$ cat config.mk
export PLATFORM = sky130hd
export DESIGN_NAME = alu_issue_arbiter
export DESIGN_NICKNAME = d
export VERILOG_FILES = /design/src/rtl/alu_issue_arbiter.sv
export SDC_FILE = /design/constraint.sdc
export NUM_CORES = 1
export LEC_CHECK = 0
export ABC_AREA = 1
export BUFFER_PORTS_ARGS = -buffer_cell sky130_fd_sc_hd__buf_4
export CORE_AREA = 2 2 175 177
export DETAILED_ROUTE_END_ITERATION = 10
export DIE_AREA = 0 0 177 179
export GPL_ROUTABILITY_DRIVEN = 1
export HOLD_SLACK_MARGIN = 0.03
export PLACE_DENSITY = 0.56
export SLEW_MARGIN = 20
export SYNTH_ARGS = -nofsm -noshare
export SYNTH_HDL_FRONTEND = slang
export SYNTH_SLANG_ARGS = --single-unit
export TNS_END_PERCENT = 100
$ cat constraint.sdc
create_clock -name clk -period 2.5 [get_ports clk]
set_input_delay 0.125 -clock clk [delete_from_list [all_inputs] [get_ports clk]]
set_output_delay 0.125 -clock clk [all_outputs]
set_load 0.05 [all_outputs]
$ cat src/rtl/alu_issue_arbiter.sv
// Round-robin issue of reservation-station ops onto the single shared ALU,
// with a one-entry result register handed to the CDB over valid/ready.
package core_pkg;
    typedef enum logic [4:0] {
        ADD_I, SUB_I, AND_I, OR_I, XOR_I, SLL_I, SRL_I, SRA_I,
        SLT_I, SLTU_I, MUL_I, BEQ_I, BNE_I, BLT_I, BGE_I, BLTU_I, BGEU_I
    } instr_opcode;
endpackage

module alu_issue_arbiter
    import core_pkg::*;
#(
    parameter int NUM_REQ = 4,
    parameter int TAG_W   = 6,
    parameter int MUL_LAT = 3
) (
    input  logic                     clk,
    input  logic                     rst,
    input  logic                     flush,
    input  logic [NUM_REQ-1:0]       req_valid,
    input  instr_opcode              req_opcode [NUM_REQ],
    input  logic [NUM_REQ*32-1:0]    req_val1,
    input  logic [NUM_REQ*32-1:0]    req_val2,
    input  logic [NUM_REQ*TAG_W-1:0] req_tag,
    output logic [NUM_REQ-1:0]       req_ready,
    output logic                     alu_en,
    output instr_opcode              alu_opcode,
    output logic [31:0]              alu_val1,
    output logic [31:0]              alu_val2,
    input  logic [31:0]              aluout,
    input  logic                     aluout_valid,
    input  logic                     br_cond,
    output logic                     res_valid,
    input  logic                     res_ready,
    output logic [31:0]              res_data,
    output logic                     res_br_cond,
    output logic [TAG_W-1:0]         res_tag,
    output logic                     err
);
    localparam int PTR_W = $clog2(NUM_REQ);
    localparam int CNT_W = (MUL_LAT > 1) ? $clog2(MUL_LAT) : 1;
    localparam logic [PTR_W:0]   NUM_REQ_W    = (PTR_W+1)'(NUM_REQ);
    localparam logic [PTR_W-1:0] LAST_IDX     = PTR_W'(NUM_REQ - 1);
    localparam logic [CNT_W-1:0] MUL_CNT_INIT = CNT_W'(MUL_LAT - 1);

    typedef enum logic [1:0] {IDLE, EXEC, MULW, DONE} state_t;

    state_t           state_reg;
    logic [PTR_W-1:0] rr_ptr_reg;
    logic [CNT_W-1:0] mul_cnt_reg;
    logic             alu_en_reg;
    instr_opcode      op_reg;
    logic [31:0]      val1_reg;
    logic [31:0]      val2_reg;
    logic [TAG_W-1:0] tag_reg;
    logic             res_valid_reg;
    logic [31:0]      res_data_reg;
    logic             res_br_cond_reg;
    logic [TAG_W-1:0] res_tag_reg;
    logic             err_reg;

    logic [PTR_W-1:0] cand_idx [NUM_REQ];
    logic [PTR_W-1:0] grant_idx;
    logic [PTR_W-1:0] rr_ptr_next;
    logic             grant_found;
    logic             grant_window;
    logic             transfer;
    logic             capture;

    // cand_idx[k] is the requester searched k-th, starting at the round-robin pointer
    generate
        for (genvar gi = 0; gi < NUM_REQ; gi++) begin : g_cand
            logic [PTR_W:0] sum;
            assign sum          = {1'b0, rr_ptr_reg} + (PTR_W+1)'(gi);
            assign cand_idx[gi] = (sum >= NUM_REQ_W) ? PTR_W'(sum - NUM_REQ_W) : sum[PTR_W-1:0];
        end
    endgenerate

    // Scan from the back so the earliest candidate in search order wins
    always_comb begin
        grant_found = 1'b0;
        grant_idx   = '0;
        for (int k = NUM_REQ - 1; k >= 0; k--) begin
            if (req_valid[cand_idx[k]]) begin
                grant_found = 1'b1;
                grant_idx   = cand_idx[k];
            end
        end
    end

    assign grant_window = ((state_reg == IDLE) || ((state_reg == DONE) && res_ready)) && !flush;
    assign transfer     = grant_window && grant_found;
    assign rr_ptr_next  = (grant_idx == LAST_IDX) ? '0 : grant_idx + PTR_W'(1);
    assign capture      = (state_reg == EXEC) || ((state_reg == MULW) && (mul_cnt_reg == '0));

    // Gated by rst so no grant is offered while the block is held in reset
    assign req_ready = (rst && transfer) ? (NUM_REQ'(1) << grant_idx) : '0;

    always_ff @(posedge clk or negedge rst) begin
        if (!rst) begin
            state_reg       <= IDLE;
            rr_ptr_reg      <= '0;
            mul_cnt_reg     <= '0;
            alu_en_reg      <= 1'b0;
            op_reg          <= ADD_I;
            val1_reg        <= '0;
            val2_reg        <= '0;
            tag_reg         <= '0;
            res_valid_reg   <= 1'b0;
            res_data_reg    <= '0;
            res_br_cond_reg <= 1'b0;
            res_tag_reg     <= '0;
            err_reg         <= 1'b0;
        end else if (flush) begin
            state_reg     <= IDLE;
            res_valid_reg <= 1'b0;
            mul_cnt_reg   <= '0;
            alu_en_reg    <= 1'b0;
        end else begin
            if (capture) begin
                res_data_reg    <= aluout;
                res_br_cond_reg <= br_cond;
                res_tag_reg     <= tag_reg;
                res_valid_reg   <= 1'b1;
                alu_en_reg      <= 1'b0;
                state_reg       <= DONE;
                if (!aluout_valid) begin
                    err_reg <= 1'b1;
                end
            end else if (state_reg == MULW) begin
                mul_cnt_reg <= mul_cnt_reg - CNT_W'(1);
            end

            if ((state_reg == DONE) && res_ready) begin
                res_valid_reg <= 1'b0;
                state_reg     <= IDLE;
            end

            // A transfer overrides the IDLE fallback of a same-cycle handshake
            if (transfer) begin
                op_reg     <= req_opcode[grant_idx];
                val1_reg   <= req_val1[32*grant_idx +: 32];
                val2_reg   <= req_val2[32*grant_idx +: 32];
                tag_reg    <= req_tag[TAG_W*grant_idx +: TAG_W];
                rr_ptr_reg <= rr_ptr_next;
                alu_en_reg <= 1'b1;
                if ((req_opcode[grant_idx] == MUL_I) && (MUL_LAT > 1)) begin
                    state_reg   <= MULW;
                    mul_cnt_reg <= MUL_CNT_INIT;
                end else begin
                    state_reg <= EXEC;
                end
            end
        end
    end

    assign alu_en      = alu_en_reg;
    assign alu_opcode  = op_reg;
    assign alu_val1    = val1_reg;
    assign alu_val2    = val2_reg;
    assign res_valid   = res_valid_reg;
    assign res_data    = res_data_reg;
    assign res_br_cond = res_br_cond_reg;
    assign res_tag     = res_tag_reg;
    assign err         = err_reg;

endmodule

==> results.txt <==
For this design the total switching power over the nets is 0.0118 W. The area added between synthesis and finish came out at 87.5%. The headroom to the max-slew limit is 70.8%. The worst-margin pin slew came out at 438 ps. The sequential cell area fraction in the yosys report came out at 42.9%. The portion of netlist area occupied by mux cells came out at 6.12%.

Of the total synthesized cell area, the portion taken by AND, OR, NAND and NOR gates is 25.1%. The synthesized area came out at 7170 µm². The portion of synthesized cell area occupied by the leading cell type came out at 42.9%. The initial antenna violation count came out at 1. The path with the worst hold slack has its endpoint at alu_val2[27]. The worst hold path belongs to the class in2reg. The die footprint came out at 31700 µm². The detailed router finished its first iteration with 418 violations.

After synthesis, the mean cell area works out to 7.52 µm². Cell internal power was estimated by the tool at 0.0111 W. The biggest fanout along the worst timing path is 6. The number of warning messages in the yosys log is 0. The compound-cell area share of the yosys netlist came out at 17.2%. The data arrival time of the worst path came out at 2330 ps. The floorplan core area came out at 30000 µm². Pin placement for this block handled 457 I/O pins. Entering global routing, the biggest net connects 76 pins.

STA puts the critical path data required time at 2380 ps. The largest clock skew in the final design came out at 9.66 ps. The number of cells produced by synthesis came out at 953.

The via count of the first global-routing pass is 8792. The master cell of the clock root buffer is sky130_fd_sc_hd__clkbuf_16. The number of inserted filler cells in the final layout came out at 2925. The timing-limited maximum frequency is 407 MHz.

The number of hold violations in the final report is 0. The sort of element at the end of the critical path is a primary output. The cell count of the worst hold path is 3. The count of TritonRoute iterations in the first routing pass came out at 5. The final critical path takes up 98.3% of the cycle. The worst-case reg-to-reg path depth came out at 16. The area of the multi-input gates came out at 3690 µm². The initial core utilization came out at 23.9%. The endpoint of the most critical register-to-register path is tag_reg[2].

The post-synthesis xor/xnor area fraction is 0%. The flow ran to the end, and the final reports show no timing, DRC or antenna violations. The setup-violating endpoint count in the final report came out at 0. The total wire length after detailed routing came out at 33100 µm. The critical path is of the reg2out type. The routed wire length per instance is 17.1 µm.

The number of maximum-capacitance constraint violations is 0. Setup repair after global routing could not meet its margin everywhere. The final routed DRC violation total is 0. After synthesis, the largest family of logic cells by area is simple AND/OR/NAND/NOR gates. The combined flip-flop and latch cell area is 3080 µm². The leakage power figure is 6.35 nW. Leaving out fill and tap cells, the most frequent cell in the layout is sky130_fd_sc_hd__buf_4. The total congestion overflow after global routing is 0. The share of total power consumed by net switching is 51.5%. The all-layer global routing usage is 19.7%. STA classifies the critical path startpoint as a register. The clock period minus worst slack came out at 2460 ps. Measured on the finished design, the core utilization comes to 44.8%. Across all setup checks in the final design, the least slack found is 41.5 ps. The wire-length estimate of the detail-placed layout is 22500 µm. In this run, the combinational gates consume 72.5% of the power.

The number of buffer cells added on primary ports is 456. The number of clock sinks is 123. The die width is 177 µm. The level count of the clock H-tree is 4. TritonCTS built the clock tree. The share of total power in the clock network came out at 11.6%. Power spread over the standard cell area amounts to 1710 nW/µm². The clock insertion delay at the later pin of the skew report is 430 ps. The worst hold path begins at req_val2[59]. The count of different cell masters after synthesis is 23. OpenSTA, run right after detailed placement, puts the worst setup slack at 169 ps. The TritonCTS buffer count came out at 17. Synthesis produced a netlist with a net count of 1300.

Yosys attributes the largest share of cell area to sky130_fd_sc_hd__dfrtp_1, sky130_fd_sc_hd__nor2_1, sky130_fd_sc_hd__o21ai_0, sky130_fd_sc_hd__a31oi_1, sky130_fd_sc_hd__mux2_2. The reg-to-reg critical path startpoint is rr_ptr_reg[0]. The detailed router placed 8913 vias in this run. Counting along the longest clock path gives a buffer depth of 2.

The height of the die came out at 179 µm. Synthesis inferred 123 register bits. The last weighted congestion value of the routability-driven placer came out at 0.842. The number of standard-cell rows in the floorplan is 64. Sequential cells account for 15.9% of the total power. The reg2reg setup slack came out at 80 ps. The top cell types in the final layout, fill and taps aside, are sky130_fd_sc_hd__buf_4, sky130_fd_sc_hd__nor2_1, sky130_fd_sc_hd__o21ai_0.

The clock-pin slew of the registers on the worst-case setup and hold paths came out at 60 ps. The post-synthesis share of cell area spent on full adders, half adders and majority gates came out at 0.872%. The count of nets left with antenna violations after detail routing came out at 0. In the routed layout, each cell is associated on average with a via count of 4.60.

The biggest area contributor in the post-synthesis netlist is sky130_fd_sc_hd__dfrtp_1. The ratio of cells with drive above 1 in the final layout came out at 39.7%. The first-pass GRT wire length came out at 47700 µm. Across the VDD grid, the largest voltage drop is 1.01 mV. The post-layout net count came out at 1877. The final max-slew violation count came out at 0.
==> cell families after synthesis <==
| family | count (synthesis) |
|---|---|
| DFF | 123 |
| adders and majority gates | 5 |
| buffers and inverters | 102 |
| and+or+nand+nor | 456 |
| AOI/OAI and AO/OA | 228 |
| muxes | 39 |
==> stage by stage <==
| step | setup TNS, ps | hold WS, ps | total power (W) | std cells | area (µm²) |
|---|---|---|---|---|---|
| 3_3_place_gp | 0 | 55.1 | 0.0178 | 1754 | 11000 |
| 6_report | 0 | 39.5 | 0.0230 | 1939 | 13400 |
| 4_1_cts | -6.89 | 30.1 | 0.0225 | 1924 | 13200 |
| 3_5_place_dp | 0 | 58.0 | 0.0179 | 1754 | 11000 |
| 5_1_grt | -1110 | 41.9 | 0.0246 | 1939 | 13400 |
| 2_1_floorplan | 0 | -171 | 0.0136 | 953 | 7170 |
==> area by class of cell <==
type                       count  area share, %
inverter                      32           1.06
antenna                        1         0.0186
timing repair buffer         628           40.3
clock inverter                11           1.26
sequential                   123           22.9
clock buffer                  20           3.32
multi-input combinational    728           27.5
tap                          396           3.68
==> metal layers <==
| layer | share of wire, % | routed length (µm) | global-route usage, % | up-vias |
|---|---|---|---|---|
| li1 | - | - | - | 4329 |
| met1 | 39 | 12800 | 22.1 | 4136 |
| met2 | 51 | 16800 | 35.1 | 398 |
| met3 | 8.0 | 2650 | 5.89 | 50 |
| met4 | 2.5 | 835 | 7.71 | 0 |
| met5 | 0 | 0 | 0 | - |
==> cells in the mapped netlist, drive strengths merged <==
| master | instances |
|---|---|
| a21oi | 3 |
| a31oi | 73 |
| buf | 50 |
| clkbuf | 20 |
| dfrtp | 123 |
| ha | 5 |
| inv | 32 |
| mux2 | 39 |
| nand2 | 55 |
| nand3 | 30 |
| nand3b | 4 |
| nor2 | 366 |
| o21ai | 151 |
| o21bai | 1 |
| or3 | 1 |
==> repair_timing <==
action	in CTS	in global routing
pin swaps	3	11
setup buffers	10	13
endpoints found under the setup margin	4	6
cloned	7	1
hold endpoints to repair	192	0
resized for setup	18	30
hold buffers	122	0
==> worst max path at each step <==
| stage | start | endpoint | slack [ps] | cells past startpoint |
|---|---|---|---|---|
| 4_1_cts | rr_ptr_reg[0] | req_ready[3] | -5 | 14 |
| 3_3_place_gp | rr_ptr_reg[0] | mul_cnt_reg[0] | 290 | 16 |
| 6_report | rr_ptr_reg[0] | req_ready[1] | 40 | 12 |
| 5_1_grt | rr_ptr_reg[0] | req_ready[0] | -90 | 12 |
| 3_5_place_dp | rr_ptr_reg[0] | mul_cnt_reg[0] | 170 | 16 |
| 2_1_floorplan | rr_ptr_reg[0] | req_ready[0] | 30 | 11 |
==> power by group through the flow <==
| stage | Clock [W] | Combinational [W] | Sequential [W] |
|---|---|---|---|
| 6_report | 0.00267 | 0.0166 | 0.00365 |
| 5_1_grt | 0.00282 | 0.0180 | 0.00376 |
| 4_1_cts | 0.00275 | 0.0161 | 0.00364 |
| 3_5_place_dp | 0 | 0.0142 | 0.00366 |
| 3_3_place_gp | 0 | 0.0141 | 0.00363 |
| 2_1_floorplan | 0 | 0.00698 | 0.00662 |
==> critical path, stage by stage, from the launching register on <==
cell and delay (ps):
sky130_fd_sc_hd__dfrtp_2 470, sky130_fd_sc_hd__buf_6 160, sky130_fd_sc_hd__nand2_1 70, sky130_fd_sc_hd__o21ai_2 70
sky130_fd_sc_hd__nand2_2 130, sky130_fd_sc_hd__nand3_2 110, sky130_fd_sc_hd__nor2_4 170, sky130_fd_sc_hd__nor2_1 90
sky130_fd_sc_hd__nor2_4 150, sky130_fd_sc_hd__ha_2 180, sky130_fd_sc_hd__inv_1 40, sky130_fd_sc_hd__nor2_2 110
sky130_fd_sc_hd__buf_6 170
No activity file was read; power rests on OpenSTA's default activity.
